$ cat src/rtl/dma_rd_src_engine.sv
// Read-source DMA engine: splits a descriptor into 4 KB-safe AXI read bursts, keeps up to MAX_OUTSTANDING in flight.
// Beats reach the FIFO one cycle after acceptance; r_ready drops combinationally on fifo_almost_full.
module dma_rd_src_engine #(
  parameter int DATA_W          = 512,
  parameter int ADDR_W          = 64,
  parameter int LEN_W           = 8,
  parameter int LENGTH_W        = 32,
  parameter int MAX_OUTSTANDING = 4,
  parameter int PERF_W          = 64
) (
  input  logic                clk,
  input  logic                reset,
  input  logic                desc_valid,
  output logic                desc_ready,
  input  logic [ADDR_W-1:0]   desc_src_addr,
  input  logic [LENGTH_W-1:0] desc_length,
  input  logic [1:0]          desc_burst,
  output logic                ar_valid,
  input  logic                ar_ready,
  output logic [ADDR_W-1:0]   ar_addr,
  output logic [LEN_W-1:0]    ar_len,
  output logic [1:0]          ar_burst,
  output logic [2:0]          ar_size,
  input  logic                r_valid,
  output logic                r_ready,
  input  logic [DATA_W-1:0]   r_data,
  input  logic [1:0]          r_resp,
  input  logic                r_last,
  output logic                fifo_wr_en,
  output logic [DATA_W+1:0]   fifo_wr_data,
  input  logic                fifo_almost_full,
  input  logic                wr_done,
  input  logic                err_clr,
  output logic                busy,
  output logic                err,
  output logic [1:0]          err_code,
  output logic [31:0]         desc_count,
  output logic [PERF_W-1:0]   clk_cnt,
  output logic [PERF_W-1:0]   valid_cnt
);
  localparam int BYTES  = DATA_W / 8;
  localparam int SIZE_L = $clog2(BYTES);
  localparam int OW     = $clog2(MAX_OUTSTANDING + 1);
  localparam int CW     = LENGTH_W + 14;

  typedef enum logic [2:0] {IDLE, ISSUE, DRAIN, WAIT_WR, ERROR} state_t;

  state_t              state_q, state_d;
  logic                ar_valid_q, ar_valid_d;
  logic [ADDR_W-1:0]   ar_addr_q, ar_addr_d, issue_addr_q, issue_addr_d;
  logic [LEN_W-1:0]    ar_len_q, ar_len_d;
  logic [1:0]          ar_burst_q, ar_burst_d;
  logic [LENGTH_W-1:0] remaining_q, remaining_d, len_q, len_d, rx_cnt_q, rx_cnt_d;
  logic                last_ar_q, last_ar_d, err_seen_q, err_seen_d;
  logic [OW-1:0]       outstanding_q, outstanding_d;
  logic                fifo_wr_en_q, fifo_wr_en_d;
  logic [DATA_W+1:0]   fifo_wr_data_q, fifo_wr_data_d;
  logic                desc_ready_q, desc_ready_d, err_q, err_d;
  logic [1:0]          err_code_q, err_code_d;
  logic [31:0]         desc_count_q, desc_count_d;
  logic [PERF_W-1:0]   clk_cnt_q, clk_cnt_d, valid_cnt_q, valid_cnt_d;

  logic          r_acc, ar_hs, last_acc, pkt_last;
  logic [CW-1:0] rem_w, max_w, page_w, beats_w;

  assign r_ready  = (state_q inside {ISSUE, DRAIN, WAIT_WR}) && !fifo_almost_full;
  assign r_acc    = r_valid && r_ready;
  assign ar_hs    = ar_valid_q && ar_ready;
  assign last_acc = r_acc && r_last;
  assign pkt_last = (rx_cnt_q == len_q - LENGTH_W'(1));

  // Burst size is the smallest of: beats left, max AXI burst, beats to the next 4 KB page.
  always_comb begin
    rem_w   = CW'(remaining_q);
    max_w   = '0;
    max_w[LEN_W] = 1'b1;
    page_w  = CW'((13'h1000 - {1'b0, issue_addr_q[11:0]}) >> SIZE_L);
    beats_w = rem_w;
    if (max_w < beats_w) beats_w = max_w;
    if (page_w < beats_w) beats_w = page_w;
  end

  always_comb begin
    state_d        = state_q;
    ar_valid_d     = ar_valid_q && !ar_hs;
    ar_addr_d      = ar_addr_q;
    ar_len_d       = ar_len_q;
    ar_burst_d     = ar_burst_q;
    issue_addr_d   = issue_addr_q;
    remaining_d    = remaining_q;
    len_d          = len_q;
    rx_cnt_d       = rx_cnt_q;
    last_ar_d      = last_ar_q;
    err_seen_d     = err_seen_q || (r_acc && r_resp != 2'b00);
    outstanding_d  = outstanding_q + OW'(ar_hs) - OW'(last_acc);
    fifo_wr_en_d   = r_acc;
    fifo_wr_data_d = r_acc ? {pkt_last, r_last, r_data} : fifo_wr_data_q;
    desc_ready_d   = 1'b0;
    err_d          = err_q;
    err_code_d     = err_code_q;
    desc_count_d   = desc_count_q;
    clk_cnt_d      = (state_q != IDLE) ? clk_cnt_q + PERF_W'(1) : clk_cnt_q;
    valid_cnt_d    = r_acc ? valid_cnt_q + PERF_W'(1) : valid_cnt_q;
    if (r_acc) rx_cnt_d = rx_cnt_q + LENGTH_W'(1);

    case (state_q)
      IDLE: begin
        // desc_ready_q high means the popped descriptor is still visible this cycle.
        if (desc_valid && !desc_ready_q) begin
          if (desc_length == '0) begin
            state_d    = ERROR;
            err_d      = 1'b1;
            err_code_d = 2'd1;
          end else begin
            state_d      = ISSUE;
            issue_addr_d = desc_src_addr;
            remaining_d  = desc_length;
            len_d        = desc_length;
            ar_burst_d   = desc_burst;
            rx_cnt_d     = '0;
            last_ar_d    = 1'b0;
            err_seen_d   = 1'b0;
            clk_cnt_d    = '0;
            valid_cnt_d  = '0;
          end
        end
      end
      ISSUE: begin
        if (!err_seen_d && !last_ar_q && (!ar_valid_q || ar_ready) &&
            outstanding_d < OW'(MAX_OUTSTANDING)) begin
          ar_valid_d   = 1'b1;
          ar_addr_d    = issue_addr_q;
          ar_len_d     = LEN_W'(beats_w - CW'(1));
          issue_addr_d = issue_addr_q + (ADDR_W'(beats_w) << SIZE_L);
          remaining_d  = remaining_q - beats_w[LENGTH_W-1:0];
          last_ar_d    = (rem_w == beats_w);
        end
        if ((ar_hs && last_ar_q) || (err_seen_d && (!ar_valid_q || ar_ready)))
          state_d = DRAIN;
      end
      DRAIN: begin
        if (outstanding_q == '0) begin
          if (err_seen_q) begin
            state_d    = ERROR;
            err_d      = 1'b1;
            err_code_d = 2'd2;
          end else begin
            state_d = WAIT_WR;
          end
        end
      end
      WAIT_WR: begin
        if (wr_done) begin
          state_d      = IDLE;
          desc_ready_d = 1'b1;
          desc_count_d = desc_count_q + 32'd1;
        end
      end
      ERROR: begin
        if (err_clr) begin
          state_d    = IDLE;
          err_d      = 1'b0;
          err_code_d = 2'd0;
        end
      end
      default: state_d = IDLE;
    endcase
  end

  always_ff @(posedge clk or posedge reset) begin
    if (reset) begin
      state_q        <= IDLE;
      ar_valid_q     <= 1'b0;
      ar_addr_q      <= '0;
      ar_len_q       <= '0;
      ar_burst_q     <= '0;
      issue_addr_q   <= '0;
      remaining_q    <= '0;
      len_q          <= '0;
      rx_cnt_q       <= '0;
      last_ar_q      <= 1'b0;
      err_seen_q     <= 1'b0;
      outstanding_q  <= '0;
      fifo_wr_en_q   <= 1'b0;
      fifo_wr_data_q <= '0;
      desc_ready_q   <= 1'b0;
      err_q          <= 1'b0;
      err_code_q     <= '0;
      desc_count_q   <= '0;
      clk_cnt_q      <= '0;
      valid_cnt_q    <= '0;
    end else begin
      state_q        <= state_d;
      ar_valid_q     <= ar_valid_d;
      ar_addr_q      <= ar_addr_d;
      ar_len_q       <= ar_len_d;
      ar_burst_q     <= ar_burst_d;
      issue_addr_q   <= issue_addr_d;
      remaining_q    <= remaining_d;
      len_q          <= len_d;
      rx_cnt_q       <= rx_cnt_d;
      last_ar_q      <= last_ar_d;
      err_seen_q     <= err_seen_d;
      outstanding_q  <= outstanding_d;
      fifo_wr_en_q   <= fifo_wr_en_d;
      fifo_wr_data_q <= fifo_wr_data_d;
      desc_ready_q   <= desc_ready_d;
      err_q          <= err_d;
      err_code_q     <= err_code_d;
      desc_count_q   <= desc_count_d;
      clk_cnt_q      <= clk_cnt_d;
      valid_cnt_q    <= valid_cnt_d;
    end
  end

  assign desc_ready   = desc_ready_q;
  assign ar_valid     = ar_valid_q;
  assign ar_addr      = ar_addr_q;
  assign ar_len       = ar_len_q;
  assign ar_burst     = ar_burst_q;
  assign ar_size      = 3'(SIZE_L);
  assign fifo_wr_en   = fifo_wr_en_q;
  assign fifo_wr_data = fifo_wr_data_q;
  assign busy         = (state_q != IDLE);
  assign err          = err_q;
  assign err_code     = err_code_q;
  assign desc_count   = desc_count_q;
  assign clk_cnt      = clk_cnt_q;
  assign valid_cnt    = valid_cnt_q;
endmodule

$ cat config.mk
export PLATFORM = sky130hd
export DESIGN_NAME = dma_rd_src_engine
export DESIGN_NICKNAME = d
export VERILOG_FILES = /design/src/rtl/dma_rd_src_engine.sv
export SDC_FILE = /design/constraint.sdc
export NUM_CORES = 2
export LEC_CHECK = 0
export ABC_AREA = 0
export CAP_MARGIN = 15
export CELL_PAD_IN_SITES_DETAIL_PLACEMENT = 1
export CELL_PAD_IN_SITES_GLOBAL_PLACEMENT = 2
export CORE_AREA = 2 2 535 537
export CTS_CLUSTER_SIZE = 14
export DETAILED_ROUTE_END_ITERATION = 10
export DIE_AREA = 0 0 537 539
export HOLD_SLACK_MARGIN = 0.03
export PLACE_DENSITY_LB_ADDON = 0.2
export REMOVE_ABC_BUFFERS = 1
export SLEW_MARGIN = 20
export SYNTH_ARGS = -nofsm -noshare
export SYNTH_HDL_FRONTEND = slang
export SYNTH_SLANG_ARGS = --single-unit
export TNS_END_PERCENT = 100
$ cat constraint.sdc
create_clock -name clk -period 42.6 [get_ports clk]
set_input_delay 8.52 -clock clk [delete_from_list [all_inputs] [get_ports clk]]
set_output_delay 8.52 -clock clk [all_outputs]
set_load 0.02 [all_outputs]
Word level (Yosys, flattened, before mapping)
Index checks and enable logic that the tools add are counted.
{"block": "classes", "add_sub_neg": 11, "magnitude_cmp": 3, "eq_ne": 15, "muxes": 53, "n_bitwise": 1, "n_reduce_logical": 35}
{"operator": "64-bit two-way mux", "count": 11}
{"operator": "32-bit two-way mux", "count": 8}
{"operator": "64-bit by 1-bit adder with 64-bit output (second input constant)", "count": 2}
{"operator": "64-bit case mux with 2 select lines", "count": 1}
{"operator": "32-bit by 1-bit adder with 32-bit output (second input constant)", "count": 2}
{"operator": "64-bit by 46-bit adder with 64-bit output", "count": 1}
{"operator": "32-bit case mux with 2 select lines", "count": 1}
{"operator": "32-bit by 40-bit equality test with 1-bit output", "count": 1}
{"operator": "40-bit by 32-bit < comparator with 1-bit output", "count": 1}
{"operator": "40-bit two-way mux", "count": 1}
{"operator": "32-bit equality test", "count": 1}
{"operator": "32-bit logical NOT", "count": 1}
{"operator": "9-bit by 32-bit < comparator with 1-bit output (first input constant)", "count": 1}
{"operator": "32-bit by 1-bit subtractor with 32-bit output (second input constant)", "count": 1}
{"operator": "32-bit subtractor", "count": 1}
{"operator": "3-bit two-way mux", "count": 7}
{"operator": "1-bit two-way mux", "count": 15}
{"operator": "3-bit case mux with 5 select lines", "count": 1}
{"operator": "13-bit by 12-bit subtractor with 14-bit output (first input constant)", "count": 1}
{"operator": "1-bit logical AND", "count": 12}
{"operator": "2-bit != test (second input constant)", "count": 6}
{"operator": "2-bit two-way mux", "count": 5}
{"operator": "3-bit nonzero test", "count": 3}
{"operator": "8-bit by 1-bit subtractor with 8-bit output (second input constant)", "count": 1}
{"operator": "other kinds (20)", "count": 33}
{"block": "totals", "register_bits": 922, "input_bits": 621, "out_inout_bits": 759, "wordCells": 138}

Depth between registers and ports, before layout
{"block": "depth", "word_depth": 12, "mapped_depth": 33, "depth_no_buf": 30}

Worst setup path before layout
No wires, ideal clock.
{"block": "synth_path", "path_kind": "input to output", "from": "input fifo_almost_full", "to": "output r_ready", "arrival_ns": 9.052, "path_slack_ns": 25.028, "stages": 1, "path_buffers": 0, "path_cell_list": "nor3_1"}
{"block": "synth_between", "elab_chain_cells": 2}
{"element": "start: declaration", "line": "31", "source": "input logic fifo_almost_full,"}
{"element": "1-bit logical NOT", "line": "66", "source": "assign r_ready = (state_q inside {ISSUE, DRAIN, WAIT_WR}) && !fifo_almost_full;"}
{"element": "1-bit logical AND", "line": "66"}
{"element": "end: declaration", "line": "25", "source": "output logic r_ready,"}
No other way between the ends.

Worst setup path after layout
Same ends and word-level chain as after synthesis.

==> implementation parameters <==
Parameter                              Value

Global routing
  Initial antenna violation count    140
  Global-route wire length before repair    around 360 mm
  GRT Residual Overflow    0
  Pin count of the biggest net entering global routing    between 100 and 150
  Vias in the first global route    approximately 42000
  Overall Global Routing Usage    about 18%

Worst hold path
  Path category of the worst min-delay check    register to register

Drt
  1st-pass router iterations    4
  Final Routed Wirelength    around 270 mm
  Wire per inst    26.3 um
  Number of remaining DRC errors    0
  Total number of vias    40400
  Antenna-violating nets left    0
  Via-per-instance ratio    between 3 and 4
  DR iter-0 viols    ~1800

CTS
  Number of buffers on the longest clock path    4
  Cell at the root of the clock tree    sky130_fd_sc_hd__clkbuf_16
  Clock tree from TritonCTS    yes
  Number of hold buffers added after cts    0
  Worst skew pair latency    0.83 ns
  Clock input transition at the sequential cells of the worst setup and hold paths    0.05 ns
  Number of buffers created by CTS    between 100 and 150
  Number of cells upsized or downsized after cts    0
  Setup repair bufs after CTS    0
  Clock net sink count    about 900
  CTS H-tree lvls    4

Floorplan
  Initial cell density of the core    roughly 15%
  # IOs    1380
  Width of the die    approximately 540 um
  Overall die area    289000 sq um
  Vert. Die Dim    ~540 um
  Number of placement rows    approximately 200
  Placeable Area    ~280000 sq um

STA
  Final number of setup-violating endpoints    0
  Crit path time final    around 19 ns
  Relative slew slack    between 20% and 30%
  Unrepaired setup endpoints after global routing    false
  Final-report max-slew violation count    0
  Setup slack after layout    around 24 ns
  Accumulated negative setup slack    0 ns
  Final Hold Viols    0
  Max Clock Skew    0.0674 ns
  Period utilisation layout    between 40% and 50%
  Maximum frequency from static timing analysis    53.9 MHz
  Worst slew pin tran    ~1.1 ns

Synthesis
  FF+latch count, synth    a little over 900
  Predominant post-synthesis flop cell    sky130_fd_sc_hd__dfrtp_1
  Post-synthesis async set-or-reset flop share    100%
  Cell type contributing the most total cell area after synthesis    sky130_fd_sc_hd__dfrtp_1
  Mean instance size in the synthesized netlist    around 8.7 sq um
  Fraction of the yosys area taken by sequential cells    54.7%
  Distinct cell type count after synthesis    71
  EDFF count, synth    0
  Syn. warnings    0
  Area share of the largest cell type after synthesis    54.7%
  Cell count after synthesis    a little under 5000
  Netlist Area Pre-Place    42200 sq um
  Cell types with the largest area share after synthesis    sky130_fd_sc_hd__dfrtp_1 55%, sky130_fd_sc_hd__nand2_1 18%, sky130_fd_sc_hd__xor2_1 3.3%, sky130_fd_sc_hd__nor2_1 2.8%, sky130_fd_sc_hd__ha_1 2.4%

Critical path
  Sort of element at the end of the critical path    output pin
  Worst Path Arrival    roughly 10 ns
  Critical path startpoint category    primary input
  Family of cells with the greatest summed delay on the critical path    buffers and inverters
  Critical-path cell with the highest stage delay    sky130_fd_sc_hd__clkdlybuf4s50_1
  Top fanout value on the critical path    2
  Cell Chain, Critical Path    clkdlybuf4s50_1 > nor3_1 > clkdlybuf4s50_1
  Most frequent cell on the critical path    sky130_fd_sc_hd__clkdlybuf4s50_1
  CP Data Required Time    34.08 ns
  Worst path max stage delay    0.69 ns
  Crit path buf inv count    2
  Kind of critical path    primary input to output pin

Placed design
  Hpwl dp    between 200 and 250 mm
  Post-placement worst setup slack    24.03 ns
  Routability-driven placement congestion ratio    0.935
  Port Buffers    ~1400

Final layout
  Fill cell count    between 30000 and 40000
  Area growth from synthesis to final layout    54.0%
  Area occupied by multi-input gates    approximately 18000 sq um
  Commonest non-fill, non-tap cell in the layout    sky130_fd_sc_hd__nand2_1
  Top library cells by usage in the layout, fill and taps aside    2057 x sky130_fd_sc_hd__nand2_1, 1376 x sky130_fd_sc_hd__clkdlybuf4s50_1, 922 x sky130_fd_sc_hd__dfrtp_1, 311 x sky130_fd_sc_hd__nor2_1, 168 x sky130_fd_sc_hd__a21oi_1
  Nets    about 7000
  FF+latch area    ~23000 sq um
  Share of layout cells above drive strength 1    under 10%

Power
  Largest vdd supply drop    around 40 uV
  Power per cell area    between 70 and 80 nW/um^2
  Power, Total    between 4 and 5 mW
  Leakage    just under 30 nW

Flow run
  Max Cap Viol    0

Outcome
  Run status    completed
-- flip-flops by register name, indices dropped and copies added (netlist names) --
name	cells
remaining_q	32
ar_addr	64
desc_count	32
ar_len	8
fifo_wr_data	514
state_q	3
clk_cnt	64
rx_cnt_q	32
outstanding_q	3
ar_burst	2
ar_valid	1
last_ar_q	1
err	1
err_code	2
issue_addr_q	64
err_seen_q	1
desc_ready	1
valid_cnt	64
len_q	32
fifo_wr_en	1
-- final timing paths --
| check | from | endpoint | slack, ns | cells after the start |
|---|---|---|---|---|
| worst max-delay path | fifo_almost_full | r_ready | 24.06 | 3 |
| worst min-delay path | fifo_wr_data[24] | fifo_wr_data[24] | 0.47 | 2 |
| worst max register to register | remaining_q[26] | issue_addr_q[62] | 34.51 | 32 |
| worst min register to register | fifo_wr_data[24] | fifo_wr_data[24] | 0.47 | 2 |
| max in group asynchronous | reset | fifo_wr_data[49] | 31.18 | 5 |
| min in group asynchronous | reset | valid_cnt[57] | 8.37 | 2 |
-- where the power goes --
group | switching (mW) | leakage (nW) | internal (mW)
logic | 1.40 | 15.3 | 0.856
registers | 0.267 | 11.7 | 1.21
clock network | 0.476 | 2.22 | 0.703
total | 2.14 | 29.2 | 2.77
-- synthesized netlist by cell type, types with 51 or more instances --
| master | number |
|---|---|
| sky130_fd_sc_hd__nand2_1 | 2060 |
| sky130_fd_sc_hd__dfrtp_1 | 922 |
| sky130_fd_sc_hd__nor2_1 | 312 |
| sky130_fd_sc_hd__clkbuf_1 | 221 |
| sky130_fd_sc_hd__a21oi_1 | 168 |
| sky130_fd_sc_hd__xor2_1 | 161 |
| sky130_fd_sc_hd__o21ai_0 | 143 |
| sky130_fd_sc_hd__xnor2_1 | 105 |
| sky130_fd_sc_hd__nand3_1 | 99 |
| sky130_fd_sc_hd__ha_1 | 81 |
| sky130_fd_sc_hd__and3_1 | 67 |
| sky130_fd_sc_hd__nand4_1 | 57 |
| sky130_fd_sc_hd__inv_1 | 51 |
-- cell families after synthesis --
group / after synthesis / synth area share [%]
compound gates: 492 / 7.03
xor+xnor: 266 / 5.52
fa+ha+maj: 84 / 2.54
buf+inv: 284 / 2.56
flops: 922 / 54.7
mux: 22 / 0.563
other cells: 2 / 0.0178
simple gates: 2790 / 27.1
-- per-stage QoR --
step | area, sq um | cells | util, % | hold WS [ns]
after global routing | 65000 | 10100 | 22.9 | 0.492
final | 65000 | 10100 | 22.9 | 0.473
after global placement | 60500 | 9867 | 21.3 | 0.457
after floorplan | 41500 | 4683 | - | 0.453
after detailed placement | 60500 | 9867 | 21.3 | 0.461
after CTS | 64900 | 10100 | 22.9 | 0.475
-- metal layers --
| layer | share of wire [%] | track usage [%] |
|---|---|---|
| met1 | 41 | 21.1 |
| met2 | 48 | 30.6 |
| met3 | 7.9 | 5.89 |
| met4 | 3.1 | 4.86 |
| met5 | 0.19 | 0 |
-- layout make-up --
| type | instances | area share (%) |
|---|---|---|
| inverter | 52 | 0.323 |
| multi-input combinational | 3709 | 28.2 |
| antenna | 27 | 0.104 |
| timing repair buffer | 1422 | 21.8 |
| tap | 3762 | 7.24 |
| clock inverter | 31 | 0.583 |
| clock buffer | 208 | 6.33 |
| sequential | 922 | 35.5 |
-- worst reg2reg max path, delay by kind of cell (launching register included) --
| kind | cells | cell delay [ns] |
|---|---|---|
| simple gates | 12 | 3.48 |
| flops | 1 | 0.47 |
| buf+inv | 6 | 0.82 |
| compound gates | 10 | 2.23 |
| mux | 1 | 0.16 |
| fa+ha+maj | 3 | 0.84 |
No activity file was read; power rests on OpenSTA's default activity.
